**config.mk**
```make
export PLATFORM = sky130hd
export DESIGN_NAME = rom_load_arbiter
export DESIGN_NICKNAME = d
export VERILOG_FILES = /design/src/rtl/rom_load_pkg.sv /design/src/rtl/prio_onehot.sv /design/src/rtl/rom_load_arbiter.sv
export SDC_FILE = /design/constraint.sdc
export NUM_CORES = 1
export LEC_CHECK = 0
export ABC_AREA = 1
export BUFFER_PORTS_ARGS = -buffer_cell sky130_fd_sc_hd__buf_2
export CAP_MARGIN = 25
export CORE_UTILIZATION = 49
export CTS_CLUSTER_SIZE = 10
export DETAILED_ROUTE_END_ITERATION = 7
export GPL_TIMING_DRIVEN = 0
export PLACE_DENSITY = 0.83
export SLEW_MARGIN = 20
export SYNTH_ARGS = -nofsm -noshare
export SYNTH_HDL_FRONTEND = slang
export SYNTH_SLANG_ARGS = --single-unit
```
**constraint.sdc**
```tcl
create_clock -name clk -period 1.8 [get_ports clk]
set_clock_uncertainty 0.2 [all_clocks]
set_input_delay 0.36 -clock clk [delete_from_list [all_inputs] [get_ports clk]]
set_output_delay 0.36 -clock clk [all_outputs]
set_load 0.02 [all_outputs]
```
**src/rtl/rom_load_pkg.sv**
```systemverilog
// Shared types and defaults for the ROM byte-source arbiter that feeds Game_Loader.
package rom_load_pkg;

    typedef enum logic [1:0] {
        ST_IDLE,
        ST_PREP,
        ST_XFER,
        ST_DONE
    } state_t;

    localparam int BYTE_CNT_W     = 24;
    localparam int DEF_GAP        = 4;
    localparam int DEF_RST_CYCLES = 8;

    // Byte counter sticks at all-ones instead of wrapping.
    function automatic logic [BYTE_CNT_W-1:0] sat_inc(input logic [BYTE_CNT_W-1:0] v);
        return (&v) ? v : v + 1'b1;
    endfunction

endpackage

```
**src/rtl/prio_onehot.sv**
```systemverilog
// Combinational lowest-index-first one-hot picker; bit 0 has highest priority.
module prio_onehot #(
    parameter int N = 2
) (
    input  logic [N-1:0] req,
    output logic [N-1:0] onehot
);

    logic found;

    always_comb begin
        onehot = '0;
        found  = 1'b0;
        for (int i = 0; i < N; i++) begin
            if (req[i] && !found) begin
                onehot[i] = 1'b1;
                found     = 1'b1;
            end
        end
    end

endmodule

```
**src/rtl/rom_load_arbiter.sv**
```systemverilog
// Arbitrates NSRC ROM byte sources onto the single Game_Loader byte port,
// one granted source per session, with a loader reset pulse and byte pacing.
//
// state | meaning
// IDLE  | no session; first requester (lowest index) is granted
// PREP  | loader_reset held for RST_CYCLES; abort if the owner drops src_req
// XFER  | bytes accepted from the owner, spaced at least GAP cycles apart
// DONE  | one-cycle tail; grant cleared, then back to IDLE
module rom_load_arbiter
    import rom_load_pkg::*;
#(
    parameter int NSRC       = 2,
    parameter int GAP        = DEF_GAP,
    parameter int RST_CYCLES = DEF_RST_CYCLES
) (
    input  logic                  clk,
    input  logic                  reset_n,
    input  logic [NSRC-1:0]       src_req,
    input  logic [NSRC-1:0]       src_valid,
    input  logic [8*NSRC-1:0]     src_data,
    output logic [NSRC-1:0]       src_ready,
    output logic [NSRC-1:0]       grant,
    output logic                  loader_reset,
    output logic                  downloading,
    output logic [7:0]            odata,
    output logic                  odata_clk,
    output logic [BYTE_CNT_W-1:0] byte_count
);

    localparam int GAP_W = (GAP > 1) ? $clog2(GAP) : 1;
    localparam int RST_W = (RST_CYCLES > 1) ? $clog2(RST_CYCLES) : 1;
    localparam logic [GAP_W-1:0] GAP_LOAD = GAP_W'(GAP - 1);
    localparam logic [RST_W-1:0] RST_LOAD = RST_W'(RST_CYCLES - 1);

    state_t           state;
    logic [GAP_W-1:0] gap_cnt;
    logic [RST_W-1:0] rst_cnt;
    logic [NSRC-1:0]  pick;
    logic [7:0]       sel_data;
    logic             owner_req;
    logic             accept;

    prio_onehot #(.N(NSRC)) u_pick (
        .req    (src_req),
        .onehot (pick)
    );

    always_comb begin
        sel_data = '0;
        for (int i = 0; i < NSRC; i++) begin
            if (grant[i]) sel_data = sel_data | src_data[8*i +: 8];
        end
    end

    // Only the owner ever sees ready, so other sources cannot stall into the loader.
    assign src_ready = grant & {NSRC{(state == ST_XFER) && (gap_cnt == '0)}};
    assign owner_req = |(src_req & grant);
    assign accept    = |(src_valid & src_ready);

    always_ff @(posedge clk or negedge reset_n) begin
        if (!reset_n) begin
            state        <= ST_IDLE;
            gap_cnt      <= '0;
            rst_cnt      <= '0;
            grant        <= '0;
            loader_reset <= 1'b0;
            downloading  <= 1'b0;
            odata        <= '0;
            odata_clk    <= 1'b0;
            byte_count   <= '0;
        end else begin
            odata_clk <= 1'b0;
            if (accept) begin
                odata      <= sel_data;
                odata_clk  <= 1'b1;
                gap_cnt    <= GAP_LOAD;
                byte_count <= sat_inc(byte_count);
            end else if (gap_cnt != '0) begin
                gap_cnt <= gap_cnt - 1'b1;
            end

            case (state)
                ST_IDLE: begin
                    if (|src_req) begin
                        grant        <= pick;
                        byte_count   <= '0;
                        rst_cnt      <= RST_LOAD;
                        loader_reset <= 1'b1;
                        downloading  <= 1'b1;
                        state        <= ST_PREP;
                    end
                end
                ST_PREP: begin
                    if (!owner_req) begin
                        loader_reset <= 1'b0;
                        downloading  <= 1'b0;
                        state        <= ST_DONE;
                    end else if (rst_cnt == '0) begin
                        loader_reset <= 1'b0;
                        gap_cnt      <= '0;
                        state        <= ST_XFER;
                    end else begin
                        rst_cnt <= rst_cnt - 1'b1;
                    end
                end
                // A byte accepted on the same edge the owner lets go still gets strobed.
                ST_XFER: begin
                    if (!owner_req) begin
                        downloading <= 1'b0;
                        state       <= ST_DONE;
                    end
                end
                ST_DONE: begin
                    grant <= '0;
                    state <= ST_IDLE;
                end
                default: state <= ST_IDLE;
            endcase
        end
    end

endmodule

```
==> run metrics <==
outcome complete, but fails checks; failing checks negative setup slack; setup slack, reg-to-reg -90 ps; power per cell area 1060 mW/mm^2; initial antenna violation count 0; Synth cell types 34; syn_nets 400; YS warnings 0; TritonCTS clock tree yes; via count 2869; Critical Path Source Type register; Final period util 105%; Reg clk slew, reported paths 100 ps; Final min period 1890 ps; post-DR wirelength/cell 14.2 um; largest buffer count on any clock path 2; PortBufs 60; Final Total Pwr 0.00393 W; post-route cell area 0.00371 mm^2; Total GRT Usage 24.0%; die area 0.00585 mm^2; Worst-Margin Slew 570 ps; maximum vdd drop 0.715 mV; Core ar. 0.00524 mm^2; critical path type reg -> reg; # rows 26; DRT iter0 DRCs 182; number of clock sinks 44; H-tree levels 2; Hold Crit Class in -> reg; layout cell share with drive strength beyond 1 37.7%; dpl ws -250 ps; Detailed Routing Iterations Pass 1 5; register area share after synthesis 40.5%; placed cell area 0.00312 mm^2; fill count 390; DR vias/cell 5.37; drt total wl 7580 um; FF+latch count, synth 44; Final Hold Vio Count 0; crit end category register; synthesis-to-layout area growth 36.4%; first-pass GRT wire length 11300 um; P_leak 1.78 nW; clk_lat worst skew 310 ps; CTS Root Cell clkbuf_8; worst setup margin -92.0 ps; diode count 0; TritonCTS buffer count 5; Max Cap Viol 0; io pins 61; nets 493; DP HPWL 4570 um; Initial Utilization 51.9%; CP required 1790 ps; vias in the first global route 2554; RSZ-0062 raised after global routing yes; Rel. slew slack 62.0%; GRT overflow 0; drt drc 0; GPL Wtd Cong 0.864; largest net degree at the start of global routing 45; Die Ht 76.5 um; Slew Limit Fails 0; post-synthesis instance total 370; die width 76.5 um; FMAX 0.529 GHz; Critical Path Fanout Max 8; final setup violation count 18; antenna-violating nets left 0; WHS 86.8 ps; Synth Cell Area 0.00272 mm^2; Avg Inst Size Synth 7.35 um^2; CP arrival 1890 ps
[what timing repair did]
item	CTS	global route
cloned	1	1
hold buffers	0	1
hold endpoints to repair	0	44
resized for setup	20	58
setup endpoints to repair	34	42
pin swaps	5	16
setup buffers	14	9
[path summary, 6_finish.rpt]
path                                             start                  endpoint  depth (start not counted)
worst max-delay path              state[0]$_DFFE_PN0P_  byte_count[21]$_DFF_PN0_                         10
worst min-delay path                       src_data[1]      odata[1]$_DFFE_PN0N_                          3
worst max register to register    state[0]$_DFFE_PN0P_  byte_count[21]$_DFF_PN0_                         10
worst min register to register  rst_cnt[0]$_DFFE_PN0P_    rst_cnt[0]$_DFFE_PN0P_                          1
max in group asynchronous                      reset_n      state[1]$_DFFE_PN0P_                          2
min in group asynchronous                      reset_n      odata[0]$_DFFE_PN0N_                          2
[power breakdown]
| part | total [W] | internal (W) | leakage, nW | switching, W |
|---|---|---|---|---|
| clock | 0.000688 | 0.000286 | 0.0491 | 0.000402 |
| combinational | 0.00188 | 0.000720 | 1.17 | 0.00117 |
| sequential | 0.00135 | 0.00121 | 0.561 | 0.000141 |
[registers in the layout, summed over array words and instances (netlist names)]
register	cells
rst_cnt	3
odata	8
odata_clk	1
downloading	1
state	2
grant	2
gap_cnt	2
loader_reset	1
byte_count	24
[routing by layer]
layer | track usage [%] | part of all wire [%] | wire length, um
met2 | 42.3 | 50 | 3770
met3 | 5.27 | 6.6 | 502
met4 | 6.92 | 2.7 | 206
met1 | 29.3 | 41 | 3100
met5 | 0 | 0 | 0
[placed cells by master (no fill, tap or decap), types with 9 or more instances in the layout]
cell,instances
nor2_1,39
nand3_2,11
inv_1,39
buf_2,57
nor2_2,9
buf_4,26
nand4_1,11
nand3_1,15
nand2_1,99
nor2_4,9
dfrtp_1,36
[worst max-delay path, cell delays in order, from the launching register on]
cell,delay (ps)
dfrtp_1,400
inv_2,100
ha_4,150
nand4_1,150
nand2_4,140
buf_4,120
inv_4,50
nor2_4,180
nand4_1,110
nand2_1,100
nor2_1,40
[kinds of logic (layout without fill, tap and decap cells)]
| kind of cell | count (synthesis) | in the layout | share of synthesized area (%) |
|---|---|---|---|
| buf+inv | 58 | 152 | 8.65 |
| flops | 44 | 44 | 40.5 |
| simple gates | 216 | 216 | 37.2 |
| fa+ha+maj | 8 | 8 | 3.68 |
| xor+xnor | 1 | 1 | 0.322 |
| compound gates | 43 | 43 | 9.66 |
[stage by stage]
stage          instances  setup TNS [ps]  utilization [%]
2_1_floorplan        370               0                -
3_3_place_gp         500           -2240             59.6
3_5_place_dp         500           -4050             59.6
4_1_cts              523            -183             65.1
5_1_grt              534           -2070             70.8
6_report             534            -812             70.8
[synth_stat cells, drive strengths merged]
cell type  number  area [um^2]
a21oi           9         45.0
a22oi           2         15.0
a31oi           8         50.1
buf             7         43.8
clkbuf          1         3.75
clkinv          1         3.75
dfrtp          44         1100
ha              8          100
inv            49          184
nand2         110          435
nand3          29          183
nand3b          1         7.51
nand4          11         68.8
nor2           58          282
nor3            6         30.0
o211ai          2         15.0
o21ai          13         65.1
o21bai          6         45.0
o22ai           2         18.8
o32ai           1         8.76
or2             1         6.26
xor2            1         8.76
[cell type report]
type                    instances  area (um^2)  share of cell area (%)
repair buffers                 86          559                    15.1
multi-input cells             268         1580                    42.6
inverters                      50          203                    5.46
flip-flops and latches         44         1110                    29.9
clock inverters                 3         26.3                   0.708
well taps                      70         87.6                    2.36
plain buffers                   8         72.6                    1.96
clock buffers                   5         68.8                    1.85
No activity file was read; power rests on OpenSTA's default activity.
